--- src/rtl/div32_pkg.sv ---
// Shared definitions for the sequential divider: state encoding, default width
// and the signed-overflow operand pair (most-negative / -1).
package div32_pkg;

    localparam int DIV_WIDTH = 32;

    localparam logic [DIV_WIDTH-1:0] OVF_DIVIDEND = 32'h8000_0000;
    localparam logic [DIV_WIDTH-1:0] OVF_DIVISOR  = 32'hFFFF_FFFF;

    typedef enum logic [1:0] {
        IDLE,
        CALC,
        FIX,
        DONE
    } div_state_e;

endpackage

--- src/rtl/div_step.sv ---
// One restoring-division step: shift {rem,quo} left, trial-subtract the divisor
// with a carry-in-1 add of its complement, keep the difference or restore.
module div_step
    import div32_pkg::*;
#(
    parameter int WIDTH = DIV_WIDTH
) (
    input  logic [WIDTH-1:0] rem_i,
    input  logic [WIDTH-1:0] quo_i,
    input  logic [WIDTH-1:0] divisor_i,
    output logic [WIDTH-1:0] rem_o,
    output logic [WIDTH-1:0] quo_o
);

    logic [WIDTH:0]   shifted;
    logic [WIDTH+1:0] trial;
    logic             carry;

    assign shifted = {rem_i, quo_i[WIDTH-1]};
    assign trial   = {1'b0, shifted} + {1'b0, ~{1'b0, divisor_i}} + {{(WIDTH+1){1'b0}}, 1'b1};

    // shifted < 2*divisor, so a successful subtract always leaves bit WIDTH clear
    assign carry = trial[WIDTH+1] & ~trial[WIDTH];

    assign rem_o = carry ? trial[WIDTH-1:0] : shifted[WIDTH-1:0];
    assign quo_o = {quo_i[WIDTH-2:0], carry};

endmodule

--- src/rtl/div32_seq.sv ---
// Sequential restoring divider, one quotient bit per cycle.
// Define DIV32_SIGNED_EN to honour is_signed (magnitude conversion, FIX state, overflow).
module div32_seq
    import div32_pkg::*;
#(
    parameter int WIDTH = DIV_WIDTH
) (
    input  logic             clk,
    input  logic             rst,
    input  logic             start,
    input  logic             is_signed,
    input  logic [WIDTH-1:0] dividend,
    input  logic [WIDTH-1:0] divisor,
    output logic             busy,
    output logic             done,
    output logic [WIDTH-1:0] quotient,
    output logic [WIDTH-1:0] remainder,
    output logic             div_by_zero,
    output logic             overflow
);

    localparam int CW = $clog2(WIDTH);
    localparam logic [CW-1:0] LAST_COUNT = CW'(WIDTH - 1);

    div_state_e       state_q, state_d;
    logic [CW-1:0]    cnt_q, cnt_d;
    logic [WIDTH-1:0] remWork_q, remWork_d;
    logic [WIDTH-1:0] quoWork_q, quoWork_d;
    logic [WIDTH-1:0] divisor_q, divisor_d;
    logic [WIDTH-1:0] quotient_q, quotient_d;
    logic [WIDTH-1:0] remainder_q, remainder_d;
    logic             negQuo_q, negQuo_d;
    logic             negRem_q, negRem_d;
    logic             signedOp_q, signedOp_d;
    logic             dbz_q, dbz_d;
    logic             ovf_q, ovf_d;

    logic             signedReq;
    logic             dividendNeg;
    logic             divisorNeg;
    logic [WIDTH-1:0] dividendMag;
    logic [WIDTH-1:0] divisorMag;
    logic             isOverflow;
    logic [WIDTH-1:0] stepRem;
    logic [WIDTH-1:0] stepQuo;

`ifdef DIV32_SIGNED_EN
    assign signedReq = is_signed;
`else
    assign signedReq = is_signed & 1'b0;
`endif

    assign dividendNeg = signedReq & dividend[WIDTH-1];
    assign divisorNeg  = signedReq & divisor[WIDTH-1];
    assign dividendMag = dividendNeg ? -dividend : dividend;
    assign divisorMag  = divisorNeg ? -divisor : divisor;
    assign isOverflow  = signedReq && (dividend == WIDTH'(OVF_DIVIDEND))
                                   && (divisor == WIDTH'(OVF_DIVISOR));

    div_step #(.WIDTH(WIDTH)) u_step (
        .rem_i     (remWork_q),
        .quo_i     (quoWork_q),
        .divisor_i (divisor_q),
        .rem_o     (stepRem),
        .quo_o     (stepQuo)
    );

    always_ff @(posedge clk) begin
        if (rst) begin
            state_q     <= IDLE;
            cnt_q       <= '0;
            remWork_q   <= '0;
            quoWork_q   <= '0;
            divisor_q   <= '0;
            quotient_q  <= '0;
            remainder_q <= '0;
            negQuo_q    <= 1'b0;
            negRem_q    <= 1'b0;
            signedOp_q  <= 1'b0;
            dbz_q       <= 1'b0;
            ovf_q       <= 1'b0;
        end else begin
            state_q     <= state_d;
            cnt_q       <= cnt_d;
            remWork_q   <= remWork_d;
            quoWork_q   <= quoWork_d;
            divisor_q   <= divisor_d;
            quotient_q  <= quotient_d;
            remainder_q <= remainder_d;
            negQuo_q    <= negQuo_d;
            negRem_q    <= negRem_d;
            signedOp_q  <= signedOp_d;
            dbz_q       <= dbz_d;
            ovf_q       <= ovf_d;
        end
    end

    // Results only move on entry to DONE, so they stay stable until the next accepted start.
    always_comb begin
        state_d     = state_q;
        cnt_d       = cnt_q;
        remWork_d   = remWork_q;
        quoWork_d   = quoWork_q;
        divisor_d   = divisor_q;
        quotient_d  = quotient_q;
        remainder_d = remainder_q;
        negQuo_d    = negQuo_q;
        negRem_d    = negRem_q;
        signedOp_d  = signedOp_q;
        dbz_d       = dbz_q;
        ovf_d       = ovf_q;

        case (state_q)
            IDLE, DONE: begin
                state_d = IDLE;
                if (start) begin
                    dbz_d      = 1'b0;
                    ovf_d      = 1'b0;
                    negQuo_d   = dividendNeg ^ divisorNeg;
                    negRem_d   = dividendNeg;
                    signedOp_d = signedReq;
                    divisor_d  = divisorMag;
                    quoWork_d  = dividendMag;
                    remWork_d  = '0;
                    cnt_d      = LAST_COUNT;
                    if (divisor == '0) begin
                        state_d     = DONE;
                        dbz_d       = 1'b1;
                        quotient_d  = '1;
                        remainder_d = dividend;
                    end else if (isOverflow) begin
                        state_d     = DONE;
                        ovf_d       = 1'b1;
                        quotient_d  = WIDTH'(OVF_DIVIDEND);
                        remainder_d = '0;
                    end else begin
                        state_d = CALC;
                    end
                end
            end
            CALC: begin
                remWork_d = stepRem;
                quoWork_d = stepQuo;
                cnt_d     = cnt_q - 1'b1;
                if (cnt_q == '0) begin
                    if (signedOp_q) begin
                        state_d = FIX;
                    end else begin
                        state_d     = DONE;
                        quotient_d  = stepQuo;
                        remainder_d = stepRem;
                    end
                end
            end
            FIX: begin
                quotient_d  = negQuo_q ? -quoWork_q : quoWork_q;
                remainder_d = negRem_q ? -remWork_q : remWork_q;
                state_d     = DONE;
            end
            default: state_d = IDLE;
        endcase
    end

    assign busy        = (state_q == CALC) || (state_q == FIX);
    assign done        = (state_q == DONE);
    assign quotient    = quotient_q;
    assign remainder   = remainder_q;
    assign div_by_zero = dbz_q;

`ifdef DIV32_SIGNED_EN
    assign overflow = ovf_q;
`else
    assign overflow = 1'b0;
`endif

endmodule

--- config.mk ---
export PLATFORM = sky130hd
export DESIGN_NAME = div32_seq
export DESIGN_NICKNAME = d
export VERILOG_FILES = /design/src/rtl/div32_pkg.sv /design/src/rtl/div_step.sv /design/src/rtl/div32_seq.sv
export SDC_FILE = /design/constraint.sdc
export NUM_CORES = 1
export LEC_CHECK = 0
export CORE_UTILIZATION = 55
export CTS_CLUSTER_DIAMETER = 100
export DETAILED_ROUTE_END_ITERATION = 10
export PLACE_DENSITY_LB_ADDON = 0.3
export SLEW_MARGIN = 20
export SYNTH_ARGS = -nofsm -noshare
export SYNTH_HDL_FRONTEND = slang
export SYNTH_SLANG_ARGS = --single-unit
--- constraint.sdc ---
create_clock -name clk -period 3.6 [get_ports clk]
set_input_delay 0.72 -clock clk [delete_from_list [all_inputs] [get_ports clk]]
set_output_delay 0.72 -clock clk [all_outputs]
set_load 0.005 [all_outputs]
==> flow_summary.toml <==
[clocking]
h-tree-depth = 4
clkSinkCount = 168
clockBufferDepth = 2
cts_tree = "yes"
insertion_delay_ns = 0.43
cts_made_buffers = 17
path_clk_slew_ns = 0.06
cts.root.buffer_cell = "clkbuf_16"

[placement]
numPortBuffers = 133
placed_cell_area_sq_um = 11000
gp_congestion = 0.840
dp.cells = 1402
hpwl_um = 17200

[setup_path]
crit_required_ns = 3.90
critPathLaunchType = "register"
critPathKind = "reg2reg"
worst_ep_arrival_time_ns = 3.79
r2r_setup_slack_ns = 0.11
critPathMaxFanout = 11
cp-end-kind = "register"

[logic_synthesis]
ys_warn_count = 0
synth_top_area_frac = 0.355
synth_edf_count = 0
synth-seq-cells = 168
synth_fp_nets = 1217
synth.distinct_cells = 69
postSynthCellCount = 1111
ys.flop_type = "dfxtp_1"
synth_top_area_cell = "dfxtp_1"
ys_seq_area_frac = 0.355
netlist_area_sq_um = 9480
synthTopCellsByArea = "dfxtp_1 35%, a211oi_1 5.5%, ha_1 4.9%"
avgSynthCellArea_sq_um = 8.53
ys_async_sr_fraction = 0

[floorplan]
die_width_um = 133
io_pins = 136
dieArea_sq_um = 17800
core_area_sq_um = 16700
start_util = 0.567
die_h_um = 133
rows = 47

[cells_and_area]
area_growth_pct = 24.7
design_area_sq_um = 11800
antenna_cells = 0
stdcell_count = 1438
layout_commonest_cell = "dfxtp_1"
final_cell_mix = "167 x dfxtp_1, 132 x clkdlybuf4s50_1, 107 x nand2_1"
final_nets = 1312
final_layout_size_suffix_gt1_frac = 0.125

[detailed_routing]
drc_errors = 0
drt-wirelength-per-cell_um = 17.3
drtPass1Iterations = 5
drtAntennaViolNets = 0
totalWireLength_um = 24900
drt-vias-per-instance = 6.07
drt_iter0_markers = 646
detailroute.via_count = 8722

[grt]
grt_first_pass_wirelength_um = 40700
track_usage = 0.285
grt_pass1_vias = 8043
grt-ovfl-total = 0
grt_max_degree = 63
antenna_found_initial = 0

[sta]
hold_violations = 0
setup_viol = 0
final_max_slew_viol_count = 0
fin_crit_sh = 0.970
tightest_slew_ns = 0.850
fin_hold_ws_ns = 0.453
slew_headroom = 0.433
fmax_ghz = 0.286
min_period_ns = 3.49
fin_worst_skew_ns = 0.00823

[power]
peakVddDrop_uv = 588
power_density_nw_per_um2 = 820
p_leak_nw = 4.51

[outcome]
status = "finished clean"

[hold_path]
min_path_type = "reg2reg"

[run]
cap_violations = 0
through the flow:
step	setup TNS [ns]	worst slack [ns]	utilization	power [W]
after floorplan	0	0.334	-	0.00601
after global placement	0	0.0857	0.658	0.00741
after detailed placement	0	0.0405	0.658	0.00751
after CTS	0	0.0332	0.702	0.00954
after global routing	-0.153	-0.0281	0.707	0.0104
final	0	0.108	0.707	0.00968
synth_stat cells (all sizes together) (5+ instances only):
master,instances
a221oi,54
clkbuf,76
nand2b,9
nand3,6
a211o,5
a31oi,7
nor4,9
mux2i,40
o31ai,5
nand4,8
nor3,26
o21ai,67
mux2,19
o211ai,7
a22o,21
and2,5
a21oi,81
xnor2,19
inv,44
nor2,103
a21o,8
nor2b,6
dfxtp,168
or4,28
o21a,6
nand2,107
ha,37
a211oi,71
xor2,9
buf,20
registers in the layout (all words and copies together) (netlist names):
signal,count
divisor_q,32
div_by_zero,1
quoWork_q,32
remWork_q,32
remainder,32
quotient,32
state_q,2
cnt_q,5
cell families (layout without fill, tap and decap cells):
group                      after synthesis  in the layout  synth area share
other                                    1              1          0.000396
xor gates and xnor gates                28             28            0.0259
DFF                                    168            168             0.355
and+or+nand+nor                        319            319             0.162
buffers and inverters                  141            248            0.0615
muxes                                   59             59            0.0724
adders and majority gates               38             38            0.0510
AOI/OAI and AO/OA                      357            357             0.272
routing by layer:
metal | wire length, um | global-route usage
met1 | 11500 | 0.395
met2 | 11400 | 0.453
met3 | 1510 | 0.0400
met4 | 484 | 0.0966
met5 | 0 | 0
timing repair:
item / 4_1_cts / 5_1_grt
hold endpoints to repair: 0 / 0
setup buffers: 2 / 2
cloned: 1 / 0
pin swaps: 1 / 6
gates resized for setup: 10 / 14
hold buffers: 0 / 0
endpoints found under the setup margin: 14 / 26
layout make-up:
cell class / count / area, sq um
Fill cell: 1335 / 4890
Clock buffer: 18 / 439
Tap cell: 220 / 275
Clock inverter: 13 / 169
Timing Repair Buffer: 172 / 1680
Inverter: 45 / 169
Sequential cell: 168 / 3360
Multi-Input combinational cell: 802 / 5710
final timing paths:
| path | startpoint | end | cells past startpoint |
|---|---|---|---|
| worst max-delay path | quoWork_q[31]$_SDFFE_PP0P_ | remainder[16]$_SDFFE_PP0P_ | 14 |
| worst min-delay path | divisor_q[16]$_SDFFE_PP0P_ | divisor_q[16]$_SDFFE_PP0P_ | 2 |
| worst max register to register | quoWork_q[31]$_SDFFE_PP0P_ | remainder[16]$_SDFFE_PP0P_ | 14 |
| worst min register to register | divisor_q[16]$_SDFFE_PP0P_ | divisor_q[16]$_SDFFE_PP0P_ | 2 |
power breakdown:
| group | leakage, nW | total (W) | switching (W) | internal (W) |
|---|---|---|---|---|
| logic | 2.84 | 0.00500 | 0.00286 | 0.00214 |
| clock network | 0.286 | 0.00190 | 0.000785 | 0.00111 |
| registers | 1.38 | 0.00279 | 0.000395 | 0.00239 |
| total | 4.51 | 0.00968 | 0.00404 | 0.00564 |
critical path: stages, from the launching register on:
cell	delay (ns)
dfxtp_2	0.34
inv_1	0.08
ha_2	0.21
fa_2	0.39
nand2b_4	0.17
a21oi_4	0.18
o21ai_4	0.09
or3_4	0.35
a21o_1	0.18
a31oi_1	0.19
a21boi_4	0.29
buf_12	0.19
mux2_4	0.32
a221oi_2	0.32
nor3_2	0.06
No activity file was read; power rests on OpenSTA's default activity.
